**src/rtl/pcileech_com_pkg.sv**
```systemverilog
// Shared constants and types for the COM-core 64->32 transmit path.
package pcileech_com_pkg;
  localparam int          COM_DW        = 32;
  localparam int          COM_QW        = 64;
  localparam logic [31:0] COM_RESYNC_DW = 32'h66665555;

  typedef enum logic [1:0] {SYNC, IDLE, HI, LO} com_tx_state_t;
endpackage

```
**src/rtl/pcileech_com_tx_idlecnt.sv**
```systemverilog
// Saturating input-idle counter; o_hit flags that the resync threshold was reached.
module pcileech_com_tx_idlecnt #(
  parameter logic [15:0] THRESH = 16'd1024
) (
  input  logic clk,
  input  logic rst_n,
  input  logic i_inc,
  input  logic i_clr,
  output logic o_hit
);
  logic [15:0] r_cnt;

  // count idle cycles, clear wins over increment, stick at all-ones
  always_ff @(posedge clk or negedge rst_n) begin
    if (!rst_n)                           r_cnt <= '0;
    else if (i_clr)                       r_cnt <= '0;
    else if (i_inc && r_cnt != 16'hFFFF)  r_cnt <= r_cnt + 16'd1;
  end

  // threshold of zero turns idle resync off entirely
  assign o_hit = (THRESH != 16'd0) && (r_cnt >= THRESH);
endmodule

```
**src/rtl/pcileech_com_tx64.sv**
```systemverilog
// 64->32 serializer for the COM TX path (upper dword first) with resync
// insertion so the far-end 32->64 packer always realigns.
// Optional: define PCILEECH_COM_TX_BURSTPAD_EN to pad every burst end with a
// resync sequence (forces FT601 transfer termination).
module pcileech_com_tx64
  import pcileech_com_pkg::*;
#(
  parameter logic [31:0] RESYNC_WORD        = COM_RESYNC_DW,
  parameter int          RESYNC_WORDS       = 2,
  parameter logic [15:0] IDLE_RESYNC_CYCLES = 16'd1024
) (
  input  logic              clk,
  input  logic              rst_n,
  input  logic [COM_QW-1:0] din,
  input  logic              din_valid,
  output logic              din_ready,
  output logic [COM_DW-1:0] dout,
  output logic              dout_valid,
  input  logic              dout_ready,
  output logic [31:0]       stat_words,
  output logic              stat_collision
);
  com_tx_state_t     r_state, w_state_nxt;
  logic [COM_QW-1:0] r_hold, w_hold_nxt;
  logic [3:0]        r_scnt, w_scnt_nxt;
  logic [COM_DW-1:0] r_dout, w_dout_nxt;
  logic              r_dout_valid, w_dout_valid_nxt;
  logic [31:0]       r_words;
  logic              r_coll, r_lo_magic;
  logic              w_acc, w_latch, w_din_ready;
  logic              w_idle_hit, w_idle_inc, w_idle_clr;
  logic              w_prev_magic, w_coll_set;

  assign w_acc = r_dout_valid & dout_ready;

  pcileech_com_tx_idlecnt #(.THRESH(IDLE_RESYNC_CYCLES)) u_idlecnt (
    .clk   (clk),
    .rst_n (rst_n),
    .i_inc (w_idle_inc),
    .i_clr (w_idle_clr),
    .o_hit (w_idle_hit)
  );

  // SYNC clears the counter so the resync it triggered is not repeated
  assign w_idle_inc = (r_state == IDLE) & ~din_valid;
  assign w_idle_clr = w_latch | (r_state == SYNC);

  // next-state, hold latch and the registered output image
  always_comb begin
    w_state_nxt      = r_state;
    w_hold_nxt       = r_hold;
    w_scnt_nxt       = r_scnt;
    w_din_ready      = 1'b0;
    w_latch          = 1'b0;
    w_dout_nxt       = '0;
    w_dout_valid_nxt = 1'b0;
    case (r_state)
      SYNC: if (w_acc) begin
        if (r_scnt == 4'(RESYNC_WORDS - 1)) begin
          w_state_nxt = IDLE;
          w_scnt_nxt  = '0;
        end else begin
          w_scnt_nxt  = r_scnt + 4'd1;
        end
      end
      IDLE: begin
        w_din_ready = ~w_idle_hit;
        if (din_valid) begin
          if (w_idle_hit) begin
            w_state_nxt = SYNC;
          end else begin
            w_latch     = 1'b1;
            w_state_nxt = HI;
          end
        end
      end
      HI: if (w_acc) w_state_nxt = LO;
      LO: begin
        // taking the next word while the low dword leaves keeps the stream gapless
        w_din_ready = dout_ready;
        if (w_acc) begin
          if (din_valid) begin
            w_latch     = 1'b1;
            w_state_nxt = HI;
          end else begin
`ifdef PCILEECH_COM_TX_BURSTPAD_EN
            w_state_nxt = SYNC;
`else
            w_state_nxt = IDLE;
`endif
          end
        end
      end
    endcase
    if (w_latch) w_hold_nxt = din;
    case (w_state_nxt)
      SYNC: begin w_dout_nxt = RESYNC_WORD;       w_dout_valid_nxt = 1'b1; end
      HI:   begin w_dout_nxt = w_hold_nxt[63:32]; w_dout_valid_nxt = 1'b1; end
      LO:   begin w_dout_nxt = w_hold_nxt[31:0];  w_dout_valid_nxt = 1'b1; end
      IDLE: begin w_dout_nxt = '0;                w_dout_valid_nxt = 1'b0; end
    endcase
  end

  // a magic low dword followed by a magic high dword would look like resync
  assign w_prev_magic = (r_state == LO) ? (r_hold[31:0] == RESYNC_WORD) : r_lo_magic;
  assign w_coll_set   = w_latch && (din[63:32] == RESYNC_WORD) &&
                        (w_prev_magic || din[31:0] == RESYNC_WORD);

  // state, hold, outputs and statistics
  always_ff @(posedge clk or negedge rst_n) begin
    if (!rst_n) begin
      r_state      <= SYNC;
      r_hold       <= '0;
      r_scnt       <= '0;
      r_dout       <= '0;
      r_dout_valid <= 1'b0;
      r_words      <= '0;
      r_coll       <= 1'b0;
      r_lo_magic   <= 1'b0;
    end else begin
      r_state      <= w_state_nxt;
      r_hold       <= w_hold_nxt;
      r_scnt       <= w_scnt_nxt;
      r_dout       <= w_dout_nxt;
      r_dout_valid <= w_dout_valid_nxt;
      if (w_acc && (r_state == HI || r_state == LO)) r_words <= r_words + 32'd1;
      if (w_coll_set) r_coll <= 1'b1;
      if (r_state == LO && w_acc)  r_lo_magic <= (r_hold[31:0] == RESYNC_WORD);
      else if (r_state == SYNC)    r_lo_magic <= 1'b0;
    end
  end

  assign din_ready      = w_din_ready;
  assign dout           = r_dout;
  assign dout_valid     = r_dout_valid;
  assign stat_words     = r_words;
  assign stat_collision = r_coll;
endmodule

```
**config.mk**
```make
export PLATFORM = sky130hd
export DESIGN_NAME = pcileech_com_tx64
export DESIGN_NICKNAME = d
export VERILOG_FILES = /design/src/rtl/pcileech_com_pkg.sv /design/src/rtl/pcileech_com_tx_idlecnt.sv /design/src/rtl/pcileech_com_tx64.sv
export SDC_FILE = /design/constraint.sdc
export NUM_CORES = 1
export LEC_CHECK = 0
export ABC_AREA = 1
export BUFFER_PORTS_ARGS = -buffer_cell sky130_fd_sc_hd__buf_2
export CAP_MARGIN = 15
export CORE_ASPECT_RATIO = 1.1
export CORE_MARGIN = 4
export CORE_UTILIZATION = 49
export DETAILED_ROUTE_END_ITERATION = 16
export GPL_TIMING_DRIVEN = 0
export PLACE_DENSITY_LB_ADDON = 0.05
export SLEW_MARGIN = 20
export SYNTH_ARGS = -nofsm -noshare
export SYNTH_HDL_FRONTEND = slang
export SYNTH_SLANG_ARGS = --single-unit
export TNS_END_PERCENT = 100
```
**constraint.sdc**
```tcl
create_clock -name clk -period 4.5 [get_ports clk]
set_input_delay 1.35 -clock clk [delete_from_list [all_inputs] [get_ports clk]]
set_output_delay 1.35 -clock clk [all_outputs]
set_load 0.05 [all_outputs]
```
==> impl_results.md <==
* Clk_skew at 0.0103 ns
* Synth top area share at 0.481
* Critical Path AT at 1.92 ns
* Critical path type: input port to output pin
* CTS Hold Bufs at 0
* R2R depth at 7
* Post-synthesis sequential area ratio at 0.481
* WL per Instance at 14.6 um
* Worst R2R Start: u_idlecnt.r_cnt[13]$_DFFE_PN0P_
* Worst slew margin at 0.568
* Final Worst Setup Slack at 1.23 ns
* Worst IR Drop VDD at 0.381 mV
* Nets at 1,287
* PwrDens at 647 nW/um2
* CTS tree: done
* Worst slew pin tran at 0.648 ns
* Worst slack, placed at 1.22 ns
* Min Tclk post-route at 3.27 ns
* Clk root buf: clkbuf_16
* DRT iter0 DRCs at 419
* Share of layout cells above drive strength 1 at 0.176
* Initial core utilization at 0.504
* Reg-to-reg slack, setup at 2.60 ns
* R2R Path End: dout[2]$_DFF_PN0_
* H-Tree Depth at 4
* DRC violation count after routing at 0
* Area Growth Syn to Fin at 19.9%
* Vias in the first global route at 6,840
* Detailed-route via count at 7,006
* Die X at 130 um
* Worst setup SP type: input port
* Mapped Area at 7960 um2
* Outcome: completed
* RSZ-0062 raised after global routing: no
* Clock-pin slew of the registers on the worst-case setup and hold paths at 0.06 ns
* DRT antenna net count at 0
* Placed Area at 8920 um2
* Leakage at 5.03 nW
* Tot Pwr at 0.00618 W
* Hold path startpoint: stat_collision$_DFFE_PN0P_
* CTS Sinks at 153
* First-pass GRT wire length at 33.9 mm
* Post-Route WL at 20.9 mm
* Post-synthesis cell type count at 32
* Vias/cell at 4.90
* Cts repair resizes at 0
* RD Place Congestion at 0.860
* Depth of the worst hold-timing path at 2
* Worst-Skew Late Latency at 0.43 ns
* Syn Inst Count at 1,062
* Port bufs at 134
* Min-delay worst type: flop to flop
* Gr ovfl total at 0
* Critical path required time at 3.15 ns
* Die area at 18,400 um2
* Final worst path period share at 0.727
* Crit. End Element: output pin
* DRT Pass-1 Iters at 7
* Number of setup buffers added after CTS at 0
* Core area at 15,800 um2
* Gr usage total at 0.236
* Max clock buf depth at 2
* Largest area contributor in the netlist: dfrtp_1
* Highest clock rate at 306 MHz
* Worst Hold End: stat_collision$_DFFE_PN0P_
* Max_cap viols at 0
* Max-slew violations at 0
* Initial antenna violation count at 1
* Largest net degree at the start of global routing at 82
* Clock buffer count from CTS at 17
* Largest cells by area after synthesis: dfrtp_1, nand2_1, inv_1
* Mapped Nets at 1,133
* Seq cells post-synth at 153
* Row count at 48
* Mean post-synth cell area at 7.50 um2
* Final setup viols at 0
* IO Pins at 135
* CP max FO at 2
* Die H at 142 um
* Fin area at 9550 um2
* Fin. Hold Viols at 0
* Yosys warnings at 0
* Hpwl dp at 15.7 mm
==> critical path, cell delays in order <==
cell	delay [ns]
buf_2	0.11
nand2_1	0.06
o21ai_0	0.09
buf_2	0.31
==> stage by stage <==
stage | setup TNS, ns | hold slack, ns | util | cells
2_1_floorplan | 0 | 0.445 | - | 1062
3_3_place_gp | -39.09 | 0.445 | 0.563 | 1396
3_5_place_dp | 0 | 0.451 | 0.565 | 1397
4_1_cts | 0 | 0.467 | 0.604 | 1429
5_1_grt | 0 | 0.486 | 0.604 | 1429
6_report | 0 | 0.460 | 0.605 | 1430
==> cells in the mapped netlist <==
library cell  instances
nand4_1              41
dfrtp_1             153
nand3b_2              1
nand3_1              82
nand3_4               1
buf_4                 2
buf_1                 2
clkbuf_1             10
clkinv_1              1
nor2_1              105
buf_2                11
nor4_1                1
nor3_1                9
nor2_4                4
nand2_1             335
o211ai_1              1
xor2_1               18
o21ai_0              10
inv_2                 7
o21ai_2               1
nand3b_1              9
a21oi_1               4
and2_1               32
inv_1               154
o21ai_1              32
buf_6                 5
nand2_2               9
xnor2_1               9
o21bai_1              1
nand3_2               1
ha_1                  3
nor2_2                8
==> worst max path at each step <==
stage,start,to,slack (ns),cells past startpoint
floorplan,dout_ready,din_ready,1.25,2
global placement,rst_n,r_hold[61]$_DFF_PN0_,-0.27,1
detailed placement,dout_ready,din_ready,1.22,4
CTS,dout_ready,din_ready,1.22,4
global route,dout_ready,din_ready,1.19,4
finish,dout_ready,din_ready,1.23,4
==> placed cells by master (no fill, tap or decap), types with 2 or more instances in the layout <==
| cell | Yosys | final |
|---|---|---|
| clkbuf_1 | 10 | 11 |
| nand3b_1 | 9 | 9 |
| o21ai_0 | 10 | 10 |
| inv_2 | 7 | 7 |
| nand2_2 | 9 | 9 |
| bufinv_16 | 0 | 4 |
| xor2_1 | 18 | 18 |
| nor2_4 | 4 | 4 |
| nand4_1 | 41 | 41 |
| nor2_2 | 8 | 8 |
| nor3_1 | 9 | 9 |
| o21ai_1 | 32 | 32 |
| buf_2 | 11 | 144 |
| nor2_1 | 105 | 105 |
| and2_1 | 32 | 32 |
| ha_1 | 3 | 3 |
| clkinv_4 | 0 | 3 |
| nand2_1 | 335 | 335 |
| clkbuf_16 | 0 | 17 |
| inv_1 | 154 | 154 |
| inv_6 | 0 | 3 |
| clkinv_2 | 0 | 3 |
| xnor2_1 | 9 | 9 |
| buf_4 | 2 | 2 |
| buf_6 | 5 | 5 |
| buf_1 | 2 | 2 |
| nand3_1 | 82 | 82 |
| a21oi_1 | 4 | 4 |
| dfrtp_1 | 153 | 153 |
==> flip-flops by register name, indices dropped and copies added, names as in the netlist <==
name / cells
dout_valid: 1
r_scnt: 4
r_hold: 64
r_lo_magic: 1
dout: 32
stat_collision: 1
u_idlecnt.r_cnt: 16
stat_words: 32
r_state: 2
==> area by class of cell <==
type	instances	area [um2]
multi-input combinational	717	3360
antenna	1	2.50
inverter	162	608
clock inverter	14	195
timing repair buffer	135	708
buffer	30	171
clock buffer	18	429
sequential	153	3830
tap	200	250
fill	1499	6250
==> layer usage <==
layer / vias to the layer above / track usage / wire length [um]
met4: 2 / 0.0563 / 293
met1: 3209 / 0.305 / 9140
met3: 24 / 0.0508 / 1150
met2: 174 / 0.407 / 10300
met5: - / 0 / 7
li1: 3597 / - / -
==> power by group <==
| part | switching [W] | internal, W | total (W) |
|---|---|---|---|
| logic | 0.00186 | 0.000726 | 0.00259 |
| clock network | 0.000593 | 0.000933 | 0.00153 |
| registers | 0.000220 | 0.00185 | 0.00206 |
| total | 0.00267 | 0.00350 | 0.00618 |
==> cell families after synthesis <==
logic type / after synthesis / share of synthesized area
compound gates: 49 / 0.0319
simple gates: 638 / 0.355
fa+ha+maj: 3 / 0.00471
flops: 153 / 0.481
xor+xnor: 27 / 0.0297
buf+inv: 192 / 0.0979
Note: power is estimated with default switching activity, not from simulation.
